==> src/rtl/mm_seq_ctrl.sv <==
// -----------------------------------------------------------------------------
// mm_seq_ctrl
//   Sequencer for a small NxN matrix-multiply engine placed between a UART
//   receiver and transmitter. Collects matrix A, then matrix B, as row-major
//   byte streams. Computes C = A*B with a single shared multiplier and
//   accumulator, one MAC per cycle. Streams C out as high byte then low byte
//   per element over a valid/ready handshake. When the last byte has been
//   accepted, it returns to loading A for the next pair.
//
//   N must be a power of two (>= 2): the element addresses are built by
//   concatenating row/column counters. Each result is sent as exactly two
//   bytes, so RW is 16.
//
// Ports
//   clk        clock (divided/baud domain)
//   rst        synchronous reset, active low
//   in_data    received byte
//   in_valid   one-cycle strobe qualifying in_data
//   out_data   result byte toward the transmitter
//   out_valid  out_data valid, held until accepted
//   out_ready  transmitter accepts when out_valid && out_ready at posedge
//   busy       high while computing or sending
//   state      encoded FSM state for debug LEDs
//   done       one-cycle pulse after the final result byte is transferred
//   drop       sticky flag: a byte arrived while not loading (reset clears)
// -----------------------------------------------------------------------------
module mm_seq_ctrl #(
   parameter int N  = 4,
   parameter int DW = 8,
   parameter int RW = 16
) (
   input  logic          clk,
   input  logic          rst,
   input  logic [DW-1:0] in_data,
   input  logic          in_valid,
   output logic [7:0]    out_data,
   output logic          out_valid,
   input  logic          out_ready,
   output logic          busy,
   output logic [2:0]    state,
   output logic          done,
   output logic          drop
);

   localparam int E  = N * N;
   localparam int LW = $clog2(N);
   localparam int EW = $clog2(E);
   localparam int AW = 2 * DW + $clog2(N);
   localparam int NB = 2 * E;          // bytes streamed per result matrix
   localparam int BW = $clog2(NB);

   typedef enum logic [2:0] {
      LOAD_A  = 3'd0,
      LOAD_B  = 3'd1,
      COMPUTE = 3'd2,
      SEND    = 3'd3
   } state_t;

   state_t state_reg, state_next;

   logic [DW-1:0] a_mem [E];
   logic [DW-1:0] b_mem [E];
   logic [RW-1:0] c_mem [E];

   logic [EW-1:0] load_idx_reg;
   logic [LW-1:0] mac_i_reg, mac_j_reg, mac_k_reg;
   logic [AW-1:0] acc_reg;
   logic [BW-1:0] send_idx_reg;
   logic [7:0]    out_data_reg;
   logic          out_valid_reg;
   logic          done_reg;
   logic          drop_reg;

   // ---------------------------------------------------------------- datapath
   logic          load_last;
   logic          k_last, j_last, i_last, mac_last;
   logic          xfer, send_last;
   logic [2*DW-1:0] product;
   logic [AW-1:0] acc_sum;
   logic [BW-1:0] sel_idx;
   logic [RW-1:0] sel_word;
   logic [7:0]    sel_byte;

   assign load_last = in_valid && (load_idx_reg == EW'(E - 1));
   assign k_last    = (mac_k_reg == LW'(N - 1));
   assign j_last    = (mac_j_reg == LW'(N - 1));
   assign i_last    = (mac_i_reg == LW'(N - 1));
   assign mac_last  = k_last && j_last && i_last;
   assign xfer      = out_valid_reg && out_ready;
   assign send_last = xfer && (send_idx_reg == BW'(NB - 1));

   assign product = (2*DW)'(a_mem[{mac_i_reg, mac_k_reg}]) *
                    (2*DW)'(b_mem[{mac_k_reg, mac_j_reg}]);
   assign acc_sum = acc_reg + AW'(product);

   // Byte to present next: the current index on the first SEND cycle (nothing
   // shown yet), otherwise the one after the byte being transferred now.
   assign sel_idx  = out_valid_reg ? send_idx_reg + 1'b1 : send_idx_reg;
   assign sel_word = c_mem[sel_idx[BW-1:1]];
   assign sel_byte = sel_idx[0] ? sel_word[7:0] : sel_word[15:8];

   // ------------------------------------------------------------------- FSM
   always_ff @(posedge clk) begin
      if (!rst) state_reg <= LOAD_A;
      else      state_reg <= state_next;
   end

   always_comb begin
      state_next = state_reg;
      case (state_reg)
         LOAD_A:  if (load_last) state_next = LOAD_B;
         LOAD_B:  if (load_last) state_next = COMPUTE;
         COMPUTE: if (mac_last)  state_next = SEND;
         SEND:    if (send_last) state_next = LOAD_A;
         default:                state_next = LOAD_A;
      endcase
   end

   always_ff @(posedge clk) begin
      if (!rst) begin
         load_idx_reg  <= '0;
         mac_i_reg     <= '0;
         mac_j_reg     <= '0;
         mac_k_reg     <= '0;
         acc_reg       <= '0;
         send_idx_reg  <= '0;
         out_data_reg  <= '0;
         out_valid_reg <= 1'b0;
         done_reg      <= 1'b0;
         drop_reg      <= 1'b0;
         for (int e = 0; e < E; e++) begin
            a_mem[e] <= '0;
            b_mem[e] <= '0;
            c_mem[e] <= '0;
         end
      end else begin
         done_reg <= 1'b0;
         // A byte arriving on the final SEND edge is also discarded here.
         if (in_valid && (state_reg == COMPUTE || state_reg == SEND))
            drop_reg <= 1'b1;

         case (state_reg)
            LOAD_A: begin
               if (in_valid) begin
                  a_mem[load_idx_reg] <= in_data;
                  load_idx_reg <= load_last ? '0 : load_idx_reg + 1'b1;
               end
            end
            LOAD_B: begin
               if (in_valid) begin
                  b_mem[load_idx_reg] <= in_data;
                  load_idx_reg <= load_last ? '0 : load_idx_reg + 1'b1;
                  if (load_last) begin
                     mac_i_reg <= '0;
                     mac_j_reg <= '0;
                     mac_k_reg <= '0;
                     acc_reg   <= '0;
                  end
               end
            end
            COMPUTE: begin
               if (k_last) begin
                  // Fold the last product in directly so each element costs N cycles.
                  c_mem[{mac_i_reg, mac_j_reg}] <= RW'(acc_sum);
                  acc_reg   <= '0;
                  mac_k_reg <= '0;
                  if (j_last) begin
                     mac_j_reg <= '0;
                     mac_i_reg <= i_last ? '0 : mac_i_reg + 1'b1;
                  end else begin
                     mac_j_reg <= mac_j_reg + 1'b1;
                  end
               end else begin
                  acc_reg   <= acc_sum;
                  mac_k_reg <= mac_k_reg + 1'b1;
               end
            end
            SEND: begin
               if (!out_valid_reg) begin
                  out_data_reg  <= sel_byte;
                  out_valid_reg <= 1'b1;
               end else if (out_ready) begin
                  if (send_last) begin
                     out_valid_reg <= 1'b0;
                     done_reg      <= 1'b1;
                     send_idx_reg  <= '0;
                  end else begin
                     out_data_reg <= sel_byte;
                     send_idx_reg <= send_idx_reg + 1'b1;
                  end
               end
            end
            default: ;
         endcase
      end
   end

   assign out_data  = out_data_reg;
   assign out_valid = out_valid_reg;
   assign busy      = (state_reg == COMPUTE) || (state_reg == SEND);
   assign state     = state_reg;
   assign done      = done_reg;
   assign drop      = drop_reg;

endmodule

==> config.mk <==
export PLATFORM = sky130hd
export DESIGN_NAME = mm_seq_ctrl
export DESIGN_NICKNAME = d
export VERILOG_FILES = /design/src/rtl/mm_seq_ctrl.sv
export SDC_FILE = /design/constraint.sdc
export NUM_CORES = 1
export LEC_CHECK = 0
export CAP_MARGIN = 10
export CORE_ASPECT_RATIO = 1.4
export CORE_UTILIZATION = 40
export CTS_BUF_LIST = sky130_fd_sc_hd__clkbuf_8
export CTS_CLUSTER_SIZE = 10
export DETAILED_ROUTE_END_ITERATION = 10
export RECOVER_POWER = 50
export SYNTH_ARGS = -nofsm -noshare
export SYNTH_HDL_FRONTEND = slang
export SYNTH_SLANG_ARGS = --single-unit
==> constraint.sdc <==
create_clock -name clk -period 8.2 [get_ports clk]
set_input_delay 1.64 -clock clk [delete_from_list [all_inputs] [get_ports clk]]
set_output_delay 1.64 -clock clk [all_outputs]
set_load 0.02 [all_outputs]
==> impl_metrics.py <==
metrics = {
    "status": {
        "status": "complete, but fails checks",
        "violations": "capacitance limit, slew limit",
    },
    "cts": {
        "setup_fix_buffers_added_after_clock_tree_synthesis": 0,
        "cts.htree.levels": 3,
        "cts_buffers": 88,
        "cts_tree": "built",
        "cts.hold.buffers_added": 0,
        "post_cts_resized": 0,
        "sinks_on_clock_net": 556,
        "insertion_delay_ns": 0.69,
        "cts.reportedPaths.clkPinSlew_ns": 0.06,
        "cts-root-buf": "sky130_fd_sc_hd__clkbuf_8",
        "cts-root-to-sink-buffers": 3,
    },
    "floorplanning": {
        "core-area_sq_mm": 0.0680,
        "num_rows": 113,
        "die_width_microns": 224,
        "io_pins": 27,
        "initial_utilization_pct": 40.6,
        "die_area_sq_mm": 0.0700,
        "die_h_microns": 313,
    },
    "logic_synthesis": {
        "synth_edf_count": 512,
        "synth.area.top_cells": "sky130_fd_sc_hd__edfxtp_1, sky130_fd_sc_hd__mux4_2, sky130_fd_sc_hd__and2_1, sky130_fd_sc_hd__fa_1, sky130_fd_sc_hd__nor2_1",
        "syn_area_per_cell_sq_um": 13.5,
        "ys_ff_latch": 556,
        "yosys_top_cell_area_share_pct": 55.7,
        "ys_types": 63,
        "synth_ff_type": "sky130_fd_sc_hd__edfxtp_1",
        "synth_top_area_cell": "sky130_fd_sc_hd__edfxtp_1",
        "total_standard_cell_area_after_synthesis_sq_mm": 0.0276,
        "sequential_element_share_of_the_synthesized_area_pct": 58.9,
        "asyncSetResetFlopFracSynth_pct": 0,
        "synthesis.instances": 2039,
        "yosys_warnings": 0,
        "syn-num-nets": 2155,
    },
    "layout": {
        "syn2layout_area_growth_pct": 10.0,
        "final_common_cell": "sky130_fd_sc_hd__edfxtp_1",
        "max_flop_register": "c_mem",
        "layout.cells.non_filler": 3072,
        "layout.nets": 2199,
        "layout.cells.most_common_list": "sky130_fd_sc_hd__edfxtp_1, sky130_fd_sc_hd__nor2_1, sky130_fd_sc_hd__and2_1",
        "final_layout_size_suffix_gt1_share_pct": 13.9,
        "largest_register_ffs": 256,
        "fillCellCount": 6190,
        "layout_top_registers": "c_mem: 256 flops, a_mem: 128 flops, b_mem: 128 flops",
        "design_area_sq_mm": 0.0303,
    },
    "detailed_routing": {
        "drt_drc_violations_left": 0,
        "vias": 16341,
        "final_antenna_net_count": 0,
        "firstDrtPassIters": 5,
        "vias_per_cell": 5.32,
        "drtIter0Drc": 1100,
        "sum_of_routed_wire_length_over_all_layers_mm": 70.7,
        "routedWlPerCell_microns": 23.0,
    },
    "worst_setup_path": {
        "timing_worst_setup_path_type": "register to register",
        "worst-endpoint-arrival_ns": 7.19,
        "cp-start-kind": "register",
        "crit_start": "mac_j_reg[0]",
        "data_required_time_of_the_critical_path_ns": 8.58,
        "worstReg2RegStart": "mac_j_reg[0]",
        "worst-path-max-fanout": 25,
        "worstSetupEndpointType": "register",
        "setup.reg_to_reg.worst_slack_ns": 1.39,
    },
    "power": {
        "internal_power_mw": 4.68,
        "power.net_switching_mw": 1.99,
        "switching_part_of_the_total_power_pct": 29.9,
        "cellPowerDensity_mw_per_mm2": 220,
        "power.ir.vdd_worst_mv": 0.150,
        "p_leak_nw": 10.9,
        "power.clock.fraction_pct": 33.5,
        "pwr-share-comb_pct": 17.7,
        "sequentialPowerShare_pct": 48.8,
    },
    "place": {
        "dpl_worst_slack_ns": 1.39,
        "placed_area_sq_mm": 0.0287,
        "buffer_ports.inserted": 25,
        "routabilityCongestion": 0.890,
        "dp.cells": 2902,
        "place_hpwl_mm": 49.9,
    },
    "timing": {
        "rsz0062_at_grt": "no",
        "worst_slack_ns": 1.39,
        "finClkSkew_ns": 0.0445,
        "clock.fmax_mhz": 147,
        "final_max_slew_viol_count": 107,
        "fin_crit_sh_pct": 83.0,
        "setup_violations": 0,
        "final_total_negative_setup_slack_ns": 0,
        "period_needed_ns": 6.81,
        "hold_violations_final": 0,
        "transition_at_the_pin_with_the_smallest_max_transition_slack_ns": 2.53,
        "headroom_to_the_max_slew_limit_pct": -68.6,
    },
    "grt": {
        "grt_first_pass_wirelength_mm": 108,
        "grt_start_max_net_pins": 43,
        "grt-ovfl-total": 0,
        "grt_pass1_vias": 17157,
        "grt_antenna_before_repair": 1,
        "grt_use_total_pct": 20.7,
    },
    "hold_path": {
        "min-delay-start": "drop",
        "timing.hold.worst.class": "register to register",
    },
    "job": {
        "maxCapViolCount": 3,
    },
}
## metal layers
layer  global-route usage, %  routed length [microns]
met1                    23.9                    27000
met3                    2.54                     2760
met2                    38.4                    38600
met4                    8.27                     2330
met5                       0                        0
## metrics by stage
| stage | power (mW) | util, % | hold slack (ns) |
|---|---|---|---|
| after floorplan | 4.04 | - | 0.455 |
| after global placement | 4.48 | 42.2 | 0.459 |
| after detailed placement | 4.51 | 42.3 | 0.479 |
| after CTS | 6.73 | 44.7 | 0.496 |
| after global routing | 6.93 | 44.6 | 0.531 |
| final | 6.68 | 44.6 | 0.486 |
## area by class of cell
| class | instances | area, sq um | share of cell area (%) |
|---|---|---|---|
| clock inverter | 68 | 383 | 1.26 |
| tap | 920 | 1150 | 3.79 |
| inverter | 108 | 405 | 1.34 |
| multi-input combinational | 1247 | 10300 | 34.0 |
| clock buffer | 90 | 1240 | 4.08 |
| timing repair buffer | 82 | 577 | 1.90 |
| sequential | 556 | 16300 | 53.6 |
| antenna | 1 | 2.50 | 0.00825 |
## logic make-up (layout without fill, tap and decap cells)
kind of cell    count (synthesis)  in the layout  synth area share (%)
other cells                     1              2                0.0136
compound gates                145            145                  3.21
buf+inv                       236            348                  3.73
xor+xnor                       17             17                 0.635
mux                           147            147                  11.9
fa+ha+maj                     104            104                  6.08
flops                         556            556                  58.9
simple gates                  833            833                  15.5
## cell usage after synthesis (all sizes together) (2+ instances only)
library cell / n
o21ai: 46
nand3: 39
nor4: 2
buf: 37
nor2: 259
clkbuf: 91
and3: 29
xnor2: 9
mux4: 144
a21o: 4
a311o: 2
dfxtp: 44
a21boi: 2
a22oi: 5
inv: 107
nand2: 97
ha: 54
edfxtp: 512
mux2i: 2
a221o: 2
o22ai: 16
and2: 378
nor3b: 4
a21oi: 38
a31oi: 10
fa: 50
nand2b: 3
a211oi: 4
nand4: 5
nor3: 4
a2bb2oi: 2
nor2b: 3
or4: 2
o21a: 5
or2: 4
xor2: 8
## critical path: stages, from the launching register on
cell	delay (ns)
sky130_fd_sc_hd__dfxtp_2	0.89
sky130_fd_sc_hd__buf_4	0.34
sky130_fd_sc_hd__mux4_2	0.52
sky130_fd_sc_hd__mux4_2	0.59
sky130_fd_sc_hd__and2_1	0.23
sky130_fd_sc_hd__fa_1	0.55
sky130_fd_sc_hd__fa_1	0.44
sky130_fd_sc_hd__fa_1	0.49
sky130_fd_sc_hd__inv_1	0.05
sky130_fd_sc_hd__fa_1	0.48
sky130_fd_sc_hd__inv_1	0.05
sky130_fd_sc_hd__ha_1	0.43
sky130_fd_sc_hd__nand3_1	0.14
sky130_fd_sc_hd__nor4_1	0.30
sky130_fd_sc_hd__nor2_1	0.13
sky130_fd_sc_hd__a21boi_0	0.24
sky130_fd_sc_hd__or2_1	0.51
sky130_fd_sc_hd__nor2_1	0.09
## power groups by stage
stage	Sequential (mW)	Combinational (mW)	Clock, mW
after global placement	3.31	1.17	0
after floorplan	3.30	0.743	0
final	3.26	1.19	2.24
after detailed placement	3.32	1.19	0
after CTS	3.26	1.19	2.28
after global routing	3.27	1.28	2.39
## final timing paths
| check | cells past startpoint | endpoint |
|---|---|---|
| max | 17 | c_mem[12][12] |
| min | 2 | drop |
| max reg2reg | 17 | c_mem[12][12] |
| min reg2reg | 2 | drop |
(Power assumes the default switching activity.)
